`config.mk`:
```
export PLATFORM = sky130hd
export DESIGN_NAME = branch_resolve_unit
export DESIGN_NICKNAME = d
export VERILOG_FILES = /design/src/rtl/branch_resolve_unit.sv
export SDC_FILE = /design/constraint.sdc
export NUM_CORES = 1
export LEC_CHECK = 0
export CAP_MARGIN = 25
export CELL_PAD_IN_SITES_DETAIL_PLACEMENT = 1
export CELL_PAD_IN_SITES_GLOBAL_PLACEMENT = 1
export CORE_AREA = 2 2 245 247
export DETAILED_ROUTE_END_ITERATION = 10
export DIE_AREA = 0 0 247 249
export GPL_TIMING_DRIVEN = 0
export PLACE_DENSITY = 0.85
export SLEW_MARGIN = 5
export SYNTH_ARGS = -nofsm -noshare
export SYNTH_HDL_FRONTEND = slang
export SYNTH_SLANG_ARGS = --single-unit
```
`constraint.sdc`:
```
create_clock -name clk -period 3.5 [get_ports clk]
set_input_delay 1.05 -clock clk [delete_from_list [all_inputs] [get_ports clk]]
set_output_delay 1.05 -clock clk [all_outputs]
set_load 0.03 [all_outputs]
```
`src/rtl/branch_resolve_unit.sv`:
```
// branch_resolve_unit
//   Two-stage branch resolution for a VLIW execute bundle. Every slot's
//   condition and target are evaluated in parallel (S1). The lowest-index
//   taken slot is then selected into the registered redirect outputs (S2),
//   and all younger slots are marked for kill.
//
// Ports
//   clk, rst_n                 clock, async active-low reset
//   flush                      synchronous kill of S1 and S2
//   in_valid / in_ready        bundle handshake
//   in_slot_valid, in_is_jmp, in_is_imm_type, in_zero_ext   per-slot flags
//   in_op (2b/slot)            0 BEQ, 1 BNE, 2 BLT(U), 3 BGE(U)
//   in_pc, in_rs1, in_rs2      per-slot operands (XLEN each)
//   in_imm                     per-slot immediate (IMM_W each)
//   out_valid / out_ready      result handshake
//   out_taken, out_slot, out_target, out_kill_mask, out_illegal, out_misalign
//   out_link                   per-slot pc+4 (only when BRANCH_LINK_EN is defined)
//
// Configuration macro: BRANCH_LINK_EN

module branch_resolve_unit #(
    parameter int LANES  = 4,
    parameter int XLEN   = 32,
    parameter int IMM_W  = 22,
    parameter int SLOT_W = (LANES > 1) ? $clog2(LANES) : 1
) (
    input  logic                    clk,
    input  logic                    rst_n,
    input  logic                    flush,
    input  logic                    in_valid,
    output logic                    in_ready,
    input  logic [LANES-1:0]        in_slot_valid,
    input  logic [LANES-1:0]        in_is_jmp,
    input  logic [LANES-1:0]        in_is_imm_type,
    input  logic [LANES-1:0]        in_zero_ext,
    input  logic [2*LANES-1:0]      in_op,
    input  logic [XLEN*LANES-1:0]   in_pc,
    input  logic [XLEN*LANES-1:0]   in_rs1,
    input  logic [XLEN*LANES-1:0]   in_rs2,
    input  logic [IMM_W*LANES-1:0]  in_imm,
    output logic                    out_valid,
    input  logic                    out_ready,
    output logic                    out_taken,
    output logic [SLOT_W-1:0]       out_slot,
    output logic [XLEN-1:0]         out_target,
    output logic [LANES-1:0]        out_kill_mask,
    output logic [LANES-1:0]        out_illegal,
    output logic                    out_misalign
`ifdef BRANCH_LINK_EN
    ,
    output logic [XLEN*LANES-1:0]   out_link
`endif
);

    logic s1_valid;
    logic s2_adv, squash;

    // S2 drains when empty or consumed; S1 can only move when S2 moves.
    assign s2_adv   = !out_valid || out_ready;
    assign in_ready = flush || !s1_valid || s2_adv;
    // A consumed redirect means whatever sits in S1 is on the wrong path.
    assign squash   = out_valid && out_ready && out_taken;

    // ---------------- per-slot evaluation (feeds S1) ----------------
    logic [LANES-1:0]           c_taken, c_illegal;
    logic [LANES-1:0][XLEN-1:0] c_target;
`ifdef BRANCH_LINK_EN
    logic [LANES-1:0][XLEN-1:0] c_link;
`endif

    for (genvar g = 0; g < LANES; g++) begin : g_slot
        logic [XLEN-1:0]  pc, rs1, rs2, sext12, sextj, jalr_sum;
        logic [IMM_W-1:0] imm;
        logic [1:0]       op;
        logic             lt, cond;

        assign pc   = in_pc [g*XLEN +: XLEN];
        assign rs1  = in_rs1[g*XLEN +: XLEN];
        assign rs2  = in_rs2[g*XLEN +: XLEN];
        assign imm  = in_imm[g*IMM_W +: IMM_W];
        assign op   = in_op [g*2 +: 2];

        // Branch/JALR use a 12-bit immediate; only JAL sees the full field.
        assign sext12   = {{(XLEN-12){imm[11]}}, imm[11:0]};
        assign sextj    = {{(XLEN-IMM_W){imm[IMM_W-1]}}, imm};
        assign jalr_sum = rs1 + sext12;

        assign lt = in_zero_ext[g] ? (rs1 < rs2) : ($signed(rs1) < $signed(rs2));

        always_comb begin
            cond = 1'b0;
            case (op)
                2'd0: cond = (rs1 == rs2);
                2'd1: cond = (rs1 != rs2);
                2'd2: cond = lt;
                2'd3: cond = !lt;
                default: cond = 1'b0;
            endcase
        end

        assign c_taken[g]   = in_slot_valid[g] &&
                              (in_is_jmp[g] || (!in_is_imm_type[g] && cond));
        assign c_illegal[g] = in_slot_valid[g] && !in_is_jmp[g] && in_is_imm_type[g];
        assign c_target[g]  = (in_is_jmp[g] && in_is_imm_type[g]) ?
                              {jalr_sum[XLEN-1:1], 1'b0} :
                              pc + (in_is_jmp[g] ? sextj : sext12);
`ifdef BRANCH_LINK_EN
        assign c_link[g]    = pc + XLEN'(4);
`endif
    end

    // ---------------- S1 ----------------
    logic [LANES-1:0]           s1_taken, s1_illegal;
    logic [LANES-1:0][XLEN-1:0] s1_target;
`ifdef BRANCH_LINK_EN
    logic [LANES-1:0][XLEN-1:0] s1_link;
`endif

    always_ff @(posedge clk or negedge rst_n) begin
        if (!rst_n) begin
            s1_valid   <= 1'b0;
            s1_taken   <= '0;
            s1_illegal <= '0;
            s1_target  <= '0;
`ifdef BRANCH_LINK_EN
            s1_link    <= '0;
`endif
        end else if (flush) begin
            s1_valid <= 1'b0;
        end else if (in_ready) begin
            s1_valid <= in_valid;
            if (in_valid) begin
                s1_taken   <= c_taken;
                s1_illegal <= c_illegal;
                s1_target  <= c_target;
`ifdef BRANCH_LINK_EN
                s1_link    <= c_link;
`endif
            end
        end
    end

    // ---------------- priority select ----------------
    logic              sel_taken;
    logic [SLOT_W-1:0] sel_slot;
    logic [XLEN-1:0]   sel_target;
    logic [LANES-1:0]  sel_kill;

    // Walk oldest to youngest; every slot after the first taken one is killed.
    always_comb begin
        sel_taken  = 1'b0;
        sel_slot   = '0;
        sel_target = '0;
        sel_kill   = '0;
        for (int i = 0; i < LANES; i++) begin
            sel_kill[i] = sel_taken;
            if (s1_taken[i] && !sel_taken) begin
                sel_taken  = 1'b1;
                sel_slot   = SLOT_W'(i);
                sel_target = s1_target[i];
            end
        end
    end

    // ---------------- S2 / outputs ----------------
    always_ff @(posedge clk or negedge rst_n) begin
        if (!rst_n) begin
            out_valid     <= 1'b0;
            out_taken     <= 1'b0;
            out_slot      <= '0;
            out_target    <= '0;
            out_kill_mask <= '0;
            out_illegal   <= '0;
            out_misalign  <= 1'b0;
`ifdef BRANCH_LINK_EN
            out_link      <= '0;
`endif
        end else if (flush) begin
            out_valid <= 1'b0;
        end else if (s2_adv) begin
            out_valid <= s1_valid && !squash;
            if (s1_valid && !squash) begin
                out_taken     <= sel_taken;
                out_slot      <= sel_slot;
                out_target    <= sel_target;
                out_kill_mask <= sel_kill;
                out_illegal   <= s1_illegal;
                out_misalign  <= sel_taken && (sel_target[1:0] != 2'b00);
`ifdef BRANCH_LINK_EN
                out_link      <= s1_link;
`endif
            end
        end
    end

endmodule

```
# == After elaboration in Yosys (flattened, before gate mapping) ==
# Cells that the tools add are included.
# totals
register_bits,181
input_bits,501
out_inout_bits,46
word_cells,143
# op_classes
addsub,8
magnitude_cmp,8
n_eq_ne,20
muxes,31
n_bitwise,1
reduce_logical,61
# op_table
operator,count
32-bit 2-to-1 mux,12
32-bit adder,8
32-bit less-than comparator,8
32-bit equality test,4
32-bit != test,4
1-bit logical AND,27
1-bit logical NOT,18
2-bit equality test (second input constant),8
1-bit case mux with 4 select lines,4
1-bit 2-to-1 mux,13
2-bit by 1-bit equality test with 1-bit output (second input constant),4
2-bit logical NOT,4
1-bit logical OR,7
3-bit AND reduction,2
2-bit nonzero test,3
2-bit 2-to-1 mux,2
1-bit inverter,1

# == Logic depth before layout (Yosys ltp) ==
# logic_depth
word_depth,12
ltp_mapped,16
mapped_depth_nobuf,14

# == Least setup slack after synthesis ==
# Ideal clock, no wire load.
# synth_path
path_type,input to register
from,input in_is_jmp[1]
to,register s1_target[63] (netlist name)
setup_time_ns,0.126
t_arrival_ns,3.804
required_time_ns,3.374
path_slack_ns,-0.430
stages,16
n_path_buf,2
cell_sequence,nand2b_1 clkbuf_1 nand2_1 ha_1 clkbuf_1 nand3_1 nor3_1 a21oi_1 o21ai_0 a31oi_4 o41ai_2 nand4_1 nand2_1 a21oi_2 xnor2_1 a221o_1
# synth_between
elab_chain_len,3
elab_cells_between_ends,4
classes_between,add/sub (1); mux (2); reduce/logical (1)
# synth_rtl
item,line,rtl
from (decl),33,"input logic [LANES-1:0] in_is_jmp,"
32-bit 2-to-1 mux,106,pc + (in_is_jmp[g] ? sextj : sext12);
32-bit adder,106,
32-bit 2-to-1 mux (*),104,assign c_target[g] = (in_is_jmp[g] && in_is_imm_type[g]) ?
to (signal assigned),135,s1_target <= c_target;
to (decl),114,logic [LANES-1:0][XLEN-1:0] s1_target;
# Mark *: on every way between the ends. The rest lies on a longest branch, timed or not.
# A chain may end at the register's enable or synchronous reset.

# == Worst setup path in the final report ==
# layout_path
from,input in_pc[10]
to,register s1_target[24] (netlist name)
# layout_between
elab_chain_len,2
# layout_rtl
item,line,rtl
from (decl),37,"input logic [XLEN*LANES-1:0] in_pc,"
32-bit adder,106,
32-bit 2-to-1 mux,104,
# No other way between the ends.

==> summary.txt <==
Clock tree
  • CTS Hold Bufs: 0
  • Root buf cell: clkbuf_16
  • Worst skew pair latency: 460 ps
  • CTS tree: yes
  • Max H-tree Level: 4
  • Clock Path Buffers: 2
  • Total CTS buffers: 17
  • Clock sink count: 181
  • Worst-path clk slew: 70 ps

GRT
  • GR Util All Layers: 36.16%
  • Initial antenna violation count: 10
  • Global-route wire length before repair: 173400 µm
  • Largest net degree at the start of global routing: 96
  • Vias in the first global route: 29867
  • GR Overflow Total: 0

Worst setup path
  • Reg2reg end: s1_taken[3]$_DFFE_PN0P_
  • Critical path startpoint: in_pc[10]
  • Worst R2R Setup Slack: 760 ps
  • CP arrival: 4120 ps
  • Crit start category: input pin
  • Critical Path RT: 3820 ps
  • CP Capture Type: flop
  • Crit-path max FO: 4
  • Crit path kind: input pin to flop
  • Cell depth of the worst flop-to-flop path: 6
  • Crit Reg-Reg Startpoint: out_valid$_DFFE_PN0P_

Place
  • Worst slack at placement: -2142 ps
  • Dpl cells: 4517
  • Routability congestion estimate: 0.9531
  • Hpwl dp: 86270 µm
  • Number of port buffers: 545
  • Placed Area: 30670 µm²

Synth
  • Post-synthesis cell type count: 79
  • Syn_nets: 4078
  • Top_reg_cell synth: dfrtp_1
  • Syn Std Cell Area: 23960 µm²
  • Post-synth EDFFs: 0
  • Syn avg cell area: 7.495 µm²
  • Synth Instances: 3197
  • FFs w/ async S/R, synth: 100.0%
  • FF+latch count, synth: 181
  • Seq/Total Area, Yosys: 18.90%
  • Synth Warn #: 0

Timing
  • Setup Skew: 13.11 ps
  • Period utilization: 108.5%
  • Fmax: 0.2632 GHz
  • Slew margin rel.: 28.67%
  • Final setup vio count: 42
  • RSZ-0062 raised after global routing: yes
  • Slew @ Worst Pin: 1070 ps
  • Hold Vio Cnt, Final: 0
  • Slew Limit Fails: 0
  • PnR worst setup slack: -299.2 ps
  • Final hold slack: 490.3 ps
  • Min Tclk post-route: 3799 ps

Routing
  • Final wirelength: 132800 µm
  • 1st-pass router iterations: 5
  • Via density: 6.381
  • Post-route DRC: 0
  • Final ANT Viol Nets: 0
  • Vias: 30149
  • DRT iter0 DRCs: 2395
  • WL per Instance: 28.10 µm

Worst hold path
  • Min-Delay Path Class: flop to flop
  • Hold endpoint: s1_target[127]$_DFFE_PN0P_
  • Hold Crit Depth: 2
  • Hold Path Origin: s1_target[127]$_DFFE_PN0P_

Run
  • Max_cap viols: 0

Die
  • Die Ht: 249 µm
  • Die area: 61500 µm²
  • Row cnt: 89
  • Die width: 247 µm
  • Initial Util: 40.83%
  • IO Pins: 547
  • Core Area: 58690 µm²

Final layout
  • FF/Latch Area: 4529 µm²
  • Fin area: 36050 µm²
  • Layout Cells excl Fill: 4725
  • Layout area overhead: 50.45%
  • Multi-input gate area: 21800 µm²
  • Final net count: 4808
  • Share of cells above drive strength 1: 19.57%
  • # fillers: 6801

Pwr
  • Pwr Total: 0.01260 W
  • Worst VDD drop: 336.1 µV
  • Leak: 16.10 nW
  • Pwr Density: 349.6 nW/µm²

Run status
  • Failing checks: setup timing
  • Outcome: finished, violations left
[worst max path at each step]
stage,endpoint,slack (ps)
3_3_place_gp,s1_target[70]$_DFFE_PN0P_,-6130
6_report,s1_target[24]$_DFFE_PN0P_,-300
3_5_place_dp,s1_target[127]$_DFFE_PN0P_,-2140
5_1_grt,s1_taken[0]$_DFFE_PN0P_,-420
2_1_floorplan,s1_target[63]$_DFFE_PN0P_,-90
4_1_cts,s1_target[127]$_DFFE_PN0P_,-80
[cells by family after synthesis]
family / count (synthesis) / share of synthesized area [%]
compound gates: 1087 / 28.52
simple gates: 1016 / 19.25
xor+xnor: 212 / 7.749
flops: 181 / 18.90
mux: 15 / 0.6632
fa+ha+maj: 380 / 20.09
other cells: 1 / 0.01565
buf+inv: 305 / 4.804
[cell type report]
| cell class | count | area share [%] |
|---|---|---|
| clock inverters | 12 | 0.4928 |
| plain buffers | 97 | 1.305 |
| diodes | 13 | 0.09024 |
| inverters | 198 | 2.082 |
| multi-input cells | 2711 | 60.48 |
| well taps | 773 | 2.683 |
| flip-flops and latches | 181 | 12.56 |
| clock buffers | 19 | 1.256 |
| repair buffers | 721 | 19.04 |
[critical path, stage by stage]
cell and delay (ps):
dlygate4sd2_1 480, ha_4 290, and3_2 210, a2111oi_4 370
a21oi_2 140, a31oi_4 310, o21ai_0 220, a21oi_1 250
xor2_1 260, nor2_1 100, a31oi_2 310, o21ai_0 130
[state kept, by name (all words and copies together), names as in the netlist]
register and flops:
s1_target 128, out_target 32, out_illegal 4, s1_illegal 4
s1_taken 4, out_kill_mask 3, out_slot 2, out_misalign 1
out_taken 1, out_valid 1, s1_valid 1
[per-layer routing]
metal | global-route usage, % | routed length [µm]
met1 | 43.03 | 48340
met2 | 63.24 | 62970
met3 | 6.076 | 11930
met4 | 16.11 | 9546
met5 | 0 | 0
[Yosys cell counts (41+ instances only)]
master    count  area share, %
inv_1       198            3.1
xnor2_1     137            5.0
a21oi_1     340            7.1
nor2_1      285            4.5
ha_1        372             19
a21o_1      142            4.4
nor3_1       49            1.0
nand2_1     378            5.9
dfrtp_1     181             19
o21ai_0     253            5.3
xor2_1       75            2.7
clkbuf_1     90            1.4
nand2b_1     55            1.4
nor2b_1      41            1.1
nand3_1      70            1.5
[where the power goes]
part           internal [W]  switching [W]
registers           0.00257       0.000423
clock network       0.00123       0.000893
logic               0.00318        0.00431
[cells in the final DEF (no fill, tap or decap), drive strengths merged, types with 40 or more instances in the layout]
cell	n
nand3	70
nand4	40
a211oi	42
clkdlybuf4s50	375
xnor2	137
clkbuf	126
buf	230
a21oi	342
nor3	49
dfrtp	181
inv	199
a31oi	41
nand2b	55
xor2	75
ha	372
a21o	143
nor2b	41
nand2	378
dlygate4sd2	59
o21ai	259
nor2	285
[metrics by stage]
step                      utilization (%)   TNS, ps
after floorplan                         -    -127.6
after global placement              52.20  -1264400
after detailed placement            52.26   -164020
after CTS                           57.91    -82.32
after global routing                61.41     -7218
final                               61.43     -3752
[what timing repair did]
| item | in CTS | in global routing |
|---|---|---|
| cloned | 2 | 3 |
| setup buffers | 92 | 80 |
| pin swaps | 188 | 222 |
| gates resized for setup | 648 | 403 |
| setup endpoints to repair | 150 | 79 |
No activity file was read; power rests on OpenSTA's default activity.
